## src/rtl/bnn_core_exec.sv

```systemverilog
// bnn_core_exec: execution datapath for the BNN controller's bnncore_ctrl word.
// Holds the weight/image/bias registers, a saturating XNOR-popcount accumulator,
// binarize/max-pool logic and the 16-bit packed output register.
// Everything except STORE executes from the registered control word so it lines up
// with SRAM read data, which arrives one cycle after the address.

module bnn_core_exec #(
  parameter int unsigned NCOL  = 4,
  parameter int unsigned ACC_W = 16
) (
  input  logic             clk,
  input  logic             rst,
  input  logic [16:0]      bnncore_ctrl,
  input  logic [15:0]      sram_rdata,
  output logic [15:0]      sram_wdata,
  output logic             out_bit,
  output logic [4:0]       out_cnt,
  output logic             out_ovf,
  output logic [ACC_W-1:0] acc_dbg
);

  // Accumulator sum width: two guard bits cover acc plus both deltas without wrap.
  localparam int unsigned SumW = ACC_W + 2;

  // ---------------------------------------------------------------------------
  // State
  // ---------------------------------------------------------------------------
  logic [16:0]      ctrl_q;
  logic [15:0]      w_q   [NCOL];
  logic [15:0]      w_d   [NCOL];
  logic [15:0]      img_q [NCOL];
  logic [15:0]      img_d [NCOL];
  logic [15:0]      bias_q, bias_d;
  logic [ACC_W-1:0] acc_q, acc_d;
  logic [15:0]      out_reg_q, out_reg_d;
  logic [2:0]       pool_q, pool_d;
  logic [4:0]       out_cnt_q, out_cnt_d;
  logic             out_ovf_q, out_ovf_d;
  logic             out_bit_q, out_bit_d;

  // ---------------------------------------------------------------------------
  // Decode of the registered control word
  // ---------------------------------------------------------------------------
  logic [1:0] col;
  logic       op_empt, op_byte_hi, op_bpue, op_neg, op_wgt, op_img, op_bpuc;
  logic       op_out, op_bias, op_pool, op_shift, op_img_hi;
  logic [1:0] pool_idx;
  logic       st_clr;

  assign col        = ctrl_q[2:1];
  assign op_empt    = ctrl_q[0];
  assign op_byte_hi = ctrl_q[3];
  assign op_bpue    = ctrl_q[5];
  assign op_neg     = ctrl_q[6];
  assign op_wgt     = ctrl_q[7];
  assign op_img     = ctrl_q[8];
  assign op_bpuc    = ctrl_q[9];
  assign op_out     = ctrl_q[10];
  assign op_bias    = ctrl_q[11];
  assign op_pool    = ctrl_q[12];
  assign op_shift   = ctrl_q[15];
  assign op_img_hi  = ctrl_q[16];
  assign pool_idx   = {ctrl_q[13], ctrl_q[6]};

  // STORE is decoded from the raw word; only the clear variant changes state.
  assign st_clr = bnncore_ctrl[14] & bnncore_ctrl[6];

  // ctrl_q[4] is a don't-care; ctrl_q[14] is unused since STORE acts on the raw word.
  logic unused_ctrl_bits;
  assign unused_ctrl_bits = ctrl_q[4] ^ ctrl_q[14];

  function automatic logic [4:0] popcnt16(input logic [15:0] v);
    logic [4:0] c;
    c = '0;
    for (int i = 0; i < 16; i++) begin
      c = c + {4'b0, v[i]};
    end
    return c;
  endfunction

  // ---------------------------------------------------------------------------
  // Operand registers
  // ---------------------------------------------------------------------------

  // Weight column load from SRAM read data.
  always_comb begin
    w_d = w_q;
    if (op_wgt) begin
      w_d[col] = sram_rdata;
    end
  end

  // Image shift-up first, then the byte load lands in the shifted array.
  always_comb begin
    img_d = img_q;
    if (op_shift) begin
      for (int k = 0; k < int'(NCOL) - 1; k++) begin
        img_d[k] = img_q[k+1];
      end
      img_d[NCOL-1] = '0;
    end
    if (op_img) begin
      if (op_img_hi) begin
        img_d[col][15:8] = sram_rdata[7:0];
      end else begin
        img_d[col][7:0] = sram_rdata[7:0];
      end
    end
  end

  // Bias load.
  always_comb begin
    bias_d = op_bias ? sram_rdata : bias_q;
  end

  // ---------------------------------------------------------------------------
  // XNOR-popcount accumulator
  // ---------------------------------------------------------------------------
  logic [15:0]     xnor_col;
  logic [7:0]      xnor_byte;
  logic [4:0]      pc_byte, pc_col;
  logic [SumW-1:0] d_byte, d_col, acc_sum;
  logic [2:0]      sum_top;
  logic [ACC_W-1:0] acc_sat;

  // Per-column match popcounts for the byte and full-column adds.
  always_comb begin
    xnor_col  = ~(w_q[col] ^ img_q[col]);
    xnor_byte = op_byte_hi ? xnor_col[15:8] : xnor_col[7:0];
    pc_byte   = popcnt16({8'h00, xnor_byte});
    pc_col    = popcnt16(xnor_col);
  end

  // Signed deltas, summed in a widened two's-complement domain, then clamped.
  always_comb begin
    d_byte = (SumW'(pc_byte) << 1) - SumW'(8);
    if (op_neg) begin
      d_byte = SumW'(0) - d_byte;
    end
    d_col   = (SumW'(pc_col) << 1) - SumW'(16);
    acc_sum = {{2{acc_q[ACC_W-1]}}, acc_q}
            + (op_bpue ? d_byte : SumW'(0))
            + (op_bpuc ? d_col : SumW'(0));
    // In range iff the bits above the accumulator sign all agree with it.
    sum_top = acc_sum[SumW-1:ACC_W-1];
    if ((&sum_top) | ~(|sum_top)) begin
      acc_sat = acc_sum[ACC_W-1:0];
    end else if (acc_sum[SumW-1]) begin
      acc_sat = {1'b1, {(ACC_W-1){1'b0}}};
    end else begin
      acc_sat = {1'b0, {(ACC_W-1){1'b1}}};
    end
  end

  // Clear wins over any same-cycle add.
  always_comb begin
    acc_d = acc_q;
    if (op_empt) begin
      acc_d = '0;
    end else if (op_bpue | op_bpuc) begin
      acc_d = acc_sat;
    end
  end

  // ---------------------------------------------------------------------------
  // Binarize, pool and pack
  // ---------------------------------------------------------------------------
  logic [ACC_W:0] bin_sum;
  logic           bin_bit;
  logic           pack_en, pack_val;
  logic [15:0]    out_reg_fwd;

  // Sign of acc + bias at one extra bit so large sums cannot flip the result.
  always_comb begin
    bin_sum = {acc_q[ACC_W-1], acc_q} + {{(ACC_W-15){bias_q[15]}}, bias_q};
    bin_bit = ~bin_sum[ACC_W];
  end

  // Pack decision and the out_reg value after this edge, before any STORE clear.
  always_comb begin
    pack_en     = op_out & (~op_pool | (pool_idx == 2'd3));
    pack_val    = op_pool ? ((|pool_q) | bin_bit) : bin_bit;
    out_reg_fwd = pack_en ? {out_reg_q[14:0], pack_val} : out_reg_q;
  end

  // Pool slots fill at indices 0..2 and empty when index 3 packs.
  always_comb begin
    pool_d    = pool_q;
    out_bit_d = out_bit_q;
    if (op_out) begin
      out_bit_d = bin_bit;
      if (op_pool) begin
        if (pool_idx == 2'd3) begin
          pool_d = '0;
        end else begin
          pool_d[pool_idx] = bin_bit;
        end
      end
    end
  end

  // Output register bookkeeping; STORE-clear overrides the pack already forwarded.
  always_comb begin
    out_reg_d = out_reg_fwd;
    out_cnt_d = out_cnt_q;
    out_ovf_d = out_ovf_q;
    if (pack_en) begin
      if (out_cnt_q == 5'd16) begin
        out_ovf_d = 1'b1;
      end else begin
        out_cnt_d = out_cnt_q + 5'd1;
      end
    end
    if (st_clr) begin
      out_reg_d = '0;
      out_cnt_d = '0;
      out_ovf_d = 1'b0;
    end
  end

  // ---------------------------------------------------------------------------
  // Registers
  // ---------------------------------------------------------------------------

  // All state updates with synchronous active-high reset.
  always_ff @(posedge clk) begin
    if (rst) begin
      ctrl_q <= '0;
      for (int k = 0; k < int'(NCOL); k++) begin
        w_q[k]   <= '0;
        img_q[k] <= '0;
      end
      bias_q    <= '0;
      acc_q     <= '0;
      out_reg_q <= '0;
      pool_q    <= '0;
      out_cnt_q <= '0;
      out_ovf_q <= 1'b0;
      out_bit_q <= 1'b0;
    end else begin
      ctrl_q    <= bnncore_ctrl;
      w_q       <= w_d;
      img_q     <= img_d;
      bias_q    <= bias_d;
      acc_q     <= acc_d;
      out_reg_q <= out_reg_d;
      pool_q    <= pool_d;
      out_cnt_q <= out_cnt_d;
      out_ovf_q <= out_ovf_d;
      out_bit_q <= out_bit_d;
    end
  end

  assign sram_wdata = out_reg_fwd;
  assign out_bit    = out_bit_q;
  assign out_cnt    = out_cnt_q;
  assign out_ovf    = out_ovf_q;
  assign acc_dbg    = acc_q;

endmodule

```

## config.mk

```make
export PLATFORM = sky130hd
export DESIGN_NAME = bnn_core_exec
export DESIGN_NICKNAME = d
export VERILOG_FILES = /design/src/rtl/bnn_core_exec.sv
export SDC_FILE = /design/constraint.sdc
export NUM_CORES = 1
export LEC_CHECK = 0
export CAP_MARGIN = 20
export CORE_MARGIN = 2
export CORE_UTILIZATION = 54
export DETAILED_ROUTE_END_ITERATION = 10
export GPL_TIMING_DRIVEN = 0
export HOLD_SLACK_MARGIN = 0.12
export PLACE_DENSITY_LB_ADDON = 0.08
export SLEW_MARGIN = 20
export SYNTH_ARGS = -nofsm -noshare
export SYNTH_HDL_FRONTEND = slang
export SYNTH_SLANG_ARGS = --single-unit
```

## constraint.sdc

```tcl
create_clock -name clk -period 8.65 [get_ports clk]
set_input_delay 1.73 -clock clk [delete_from_list [all_inputs] [get_ports clk]]
set_output_delay 1.73 -clock clk [all_outputs]
set_load 0.02 [all_outputs]
```

==> summary.md <==
| Metric | Value |
|---|---|
| Status | `finished, final reports clean` |
| Post-synthesis compound-gate area fraction | `13.9%` |
| Flop pwr share | `between 30 and 40%` |
| Static Leak | `0.00490 uW` |
| Most frequent cells after synthesis | `nand2_1, dfxtp_1, nor2_1` |
| Mux cell area share after synthesis | `13.2%` |
| Die Width | `146 um` |
| Vias | `9,010` |
| F_max | `122 MHz` |
| Netlist Area Pre-Place | `10,900 um^2` |
| CTS tree | `yes` |
| Die Area | `21,400 um^2` |
| Row count | `52` |
| Gr ovfl total | `0` |
| CTS H-tree depth | `1` |
| Final hold vios | `0` |
| Hold-fix buffers, CTS | `0` |
| DRT Wirelength | `29,200 um` |
| CTS root buffer | `clkbuf_16` |
| Register Area | `4030 um^2` |
| Post-DP HPWL | `20,900 um` |
| Synthesized area per cell | `between 9 and 10 um^2` |
| Measured slew at the worst slew-check pin | `911 ps` |
| Ranking of synthesized cells by area | `dfxtp_1, nand2_1, mux4_2` |
| Unique masters post-synth | `62` |
| Clock Pin Slew Worst Setup and Hold Paths | `60 ps` |
| Largest net degree at the start of global routing | `15` |
| Final nets | `~1,400` |
| Relative max-transition margin | `39.3%` |
| Worst skew pair latency | `510 ps` |
| Max_cap viols | `0` |
| Total power | `between 3000 and 4000 uW` |
| Register area share after synthesis | `between 30% and 40%` |
| First-pass GRT wire length | `approximately 47,000 um` |
| Layout cells sized above 1 | `about a tenth` |
| Power density over the cells | `257 nW/um^2` |
| Core Box Area | `between 20,000 and 25,000 um^2` |
| Gate power share | `38.2%` |
| Synth warn | `0` |
| Critical path arrival | `8610 ps` |
| Largest family of logic cells by synthesized area | `simple AND/OR/NAND/NOR gates` |
| Sw Share | `35.1%` |
| Vias in the first global route | `8,550` |
| Crit Path Max Fanout | `10` |
| #FFs+latches synth | `201` |
| Worst hold stages | `2` |
| Gpl congestion | `0.894` |
| Fill count | `roughly 1,700` |
| Post-synth top flop | `dfxtp_1` |
| Multi-input gate area | `6490 um^2` |
| DP Worst Slack | `-680 ps` |
| Final Skew | `about 10 ps` |
| Drt drc | `0` |
| Vias per inst | `between 5 and 6` |
| R2R cell count | `27` |
| Clock buffer depth | `3` |
| CP Class | `reg2reg` |
| Synth top area share | `36.8%` |
| DRT Pass-1 Iters | `6` |
| Internal power | `~2200 uW` |
| Cells after synthesis | `1,213` |
| Clock share of power | `between 30 and 40%` |
| Crit-path slowest cell | `fa_1` |
| Post-route ant nets | `0` |
| Synth area leader | `dfxtp_1` |
| Fin. max-slew vios | `0` |
| Adder-Cell Fraction of Synth Area | `11.0%` |
| Initial antenna violation count | `0` |
| Die Y | `approximately 150 um` |
| Switch Pwr | `1170 uW` |
| Crit end category | `flop` |
| Async set-reset flop share out of synthesis | `0%` |
| Post-Synth Simple-Gate Area | `a little under a fifth` |
| I/O pins | `74` |
| Critical path data required time | `about 9000 ps` |
| Non-filler cells, final | `1,601` |
| Fin worst setup slack | `~420 ps` |
| Min Clock Period, post-route | `8230 ps` |
| Sink Count | `201` |
| EDFF count, synth | `0` |
| Port buffer count | `72` |
| Tcrit/Tclk final | `95.1%` |
| Most numerous cell in the Yosys netlist | `nand2_1` |
| Routed WL per cell | `18.2 um` |
| Max IR drop VDD | `0.168 mV` |
| Global-route usage over all layers | `27.2%` |
| TritonCTS Buffers | `23` |
| Hold Path Class | `reg2reg` |
| XOR/XNOR Fraction of Synth Area | `2.72%` |
| Worst stage delay on the critical path | `slightly below 600 ps` |
| Area grow syn2layout | `18.6%` |
| N_diodes | `0` |
| Finish-stage setup viols | `0` |
| Placed cell count | `1,555` |
| Crit path launch type | `flop` |
| Initial core utilization | `a little over half` |
| Syn_nets | `1,326` |
| Starting DRC count in detailed routing | `approximately 740` |
| Crit-path most repeated cell | `fa_1` |
==> repair_timing <==
action,in CTS,in global routing
resized for setup,12,23
pin swaps,0,3
buffers inserted,3,2
setup endpoints to repair,16,16
endpoints found under the hold margin,0,0
==> routing by layer <==
layer	GRT usage, %	vias up	wire length (um)
met3	4.41	47	2090
met5	0	-	0
met4	7.62	0	826
met1	38.7	4257	13000
met2	43.2	330	13300
li1	-	4376	-
==> through the flow <==
stage / hold slack [ps] / setup TNS, ps / cell area (um^2) / util [%]
finish: 453 / 0 / 13000 / 64.7
global route: 468 / -118 / 13000 / 64.7
CTS: 454 / 0 / 12900 / 64.2
detailed placement: 446 / -9600 / 12000 / 59.9
global placement: 439 / -7620 / 12000 / 59.9
floorplan: 433 / 0 / 10900 / -
==> final timing paths <==
path	slack (ps)	end	start
worst max register to register	420	acc_dbg[4]	ctrl_q[2]
worst min-delay path	450	w_q[11]	w_q[11]
worst max-delay path	420	acc_dbg[4]	ctrl_q[2]
worst min register to register	450	w_q[11]	w_q[11]
==> critical path: cells and delay by family, from the launching register on <==
kind | cells | cell delay (ps)
fa+ha+maj | 8 | 3340
compound gates | 8 | 1840
buf+inv | 5 | 890
simple gates | 3 | 740
xor+xnor | 2 | 480
flops | 1 | 420
mux | 1 | 390
==> sequential cells by signal (all words and copies together) (netlist names) <==
name and flops:
out_bit 1, acc_dbg 16, pool_q 3, out_ovf 1, bias_q 16, ctrl_q 15
img_q 64, out_cnt 5, w_q 64, out_reg_q 16
==> logic make-up (layout without fill, tap and decap cells) <==
group           Yosys count  in the layout
flops                   201            201
compound gates          232            232
xor+xnor                 34             34
buf+inv                 119            237
simple gates            445            445
mux                     104            104
fa+ha+maj                78             78
==> area by class of cell <==
type | instances | area share, %
Multi-Input combinational cell | 893 | 50.1
Inverter | 42 | 1.24
Sequential cell | 201 | 31.0
Buffer | 77 | 2.95
Clock buffer | 29 | 5.07
Clock inverter | 12 | 1.20
Timing Repair Buffer | 77 | 5.84
Tap cell | 270 | 2.60
==> cell usage in the layout, fill, tap and decap left out, types with 4 or more instances in the layout <==
cell / count
nand2_1: 224
dfxtp_1: 200
nor2_1: 116
a21oi_1: 105
clkdlybuf4s50_1: 72
mux2i_1: 69
clkbuf_1: 57
a211oi_1: 54
ha_1: 47
inv_1: 39
nor2b_1: 39
mux4_2: 32
fa_1: 30
clkbuf_16: 23
o21ai_0: 17
nand3b_1: 17
xnor2_1: 16
xor2_1: 13
a21oi_2: 11
and2_1: 10
nand3_1: 10
o21ai_1: 8
buf_4: 7
buf_1: 7
a21o_1: 6
nand2b_1: 6
clkbuf_8: 6
nand4_1: 5
xnor2_2: 4
buf_6: 4
a31oi_1: 4
==> power by group through the flow <==
stage          registers (uW)  clock network (uW)  logic [uW]
2_1_floorplan            1050                   0         938
3_3_place_gp             1040                   0        1210
3_5_place_dp             1040                   0        1230
4_1_cts                  1020                1050        1250
5_1_grt                  1030                1090        1430
6_report                 1020                1040        1280
(Power assumes the default switching activity.)
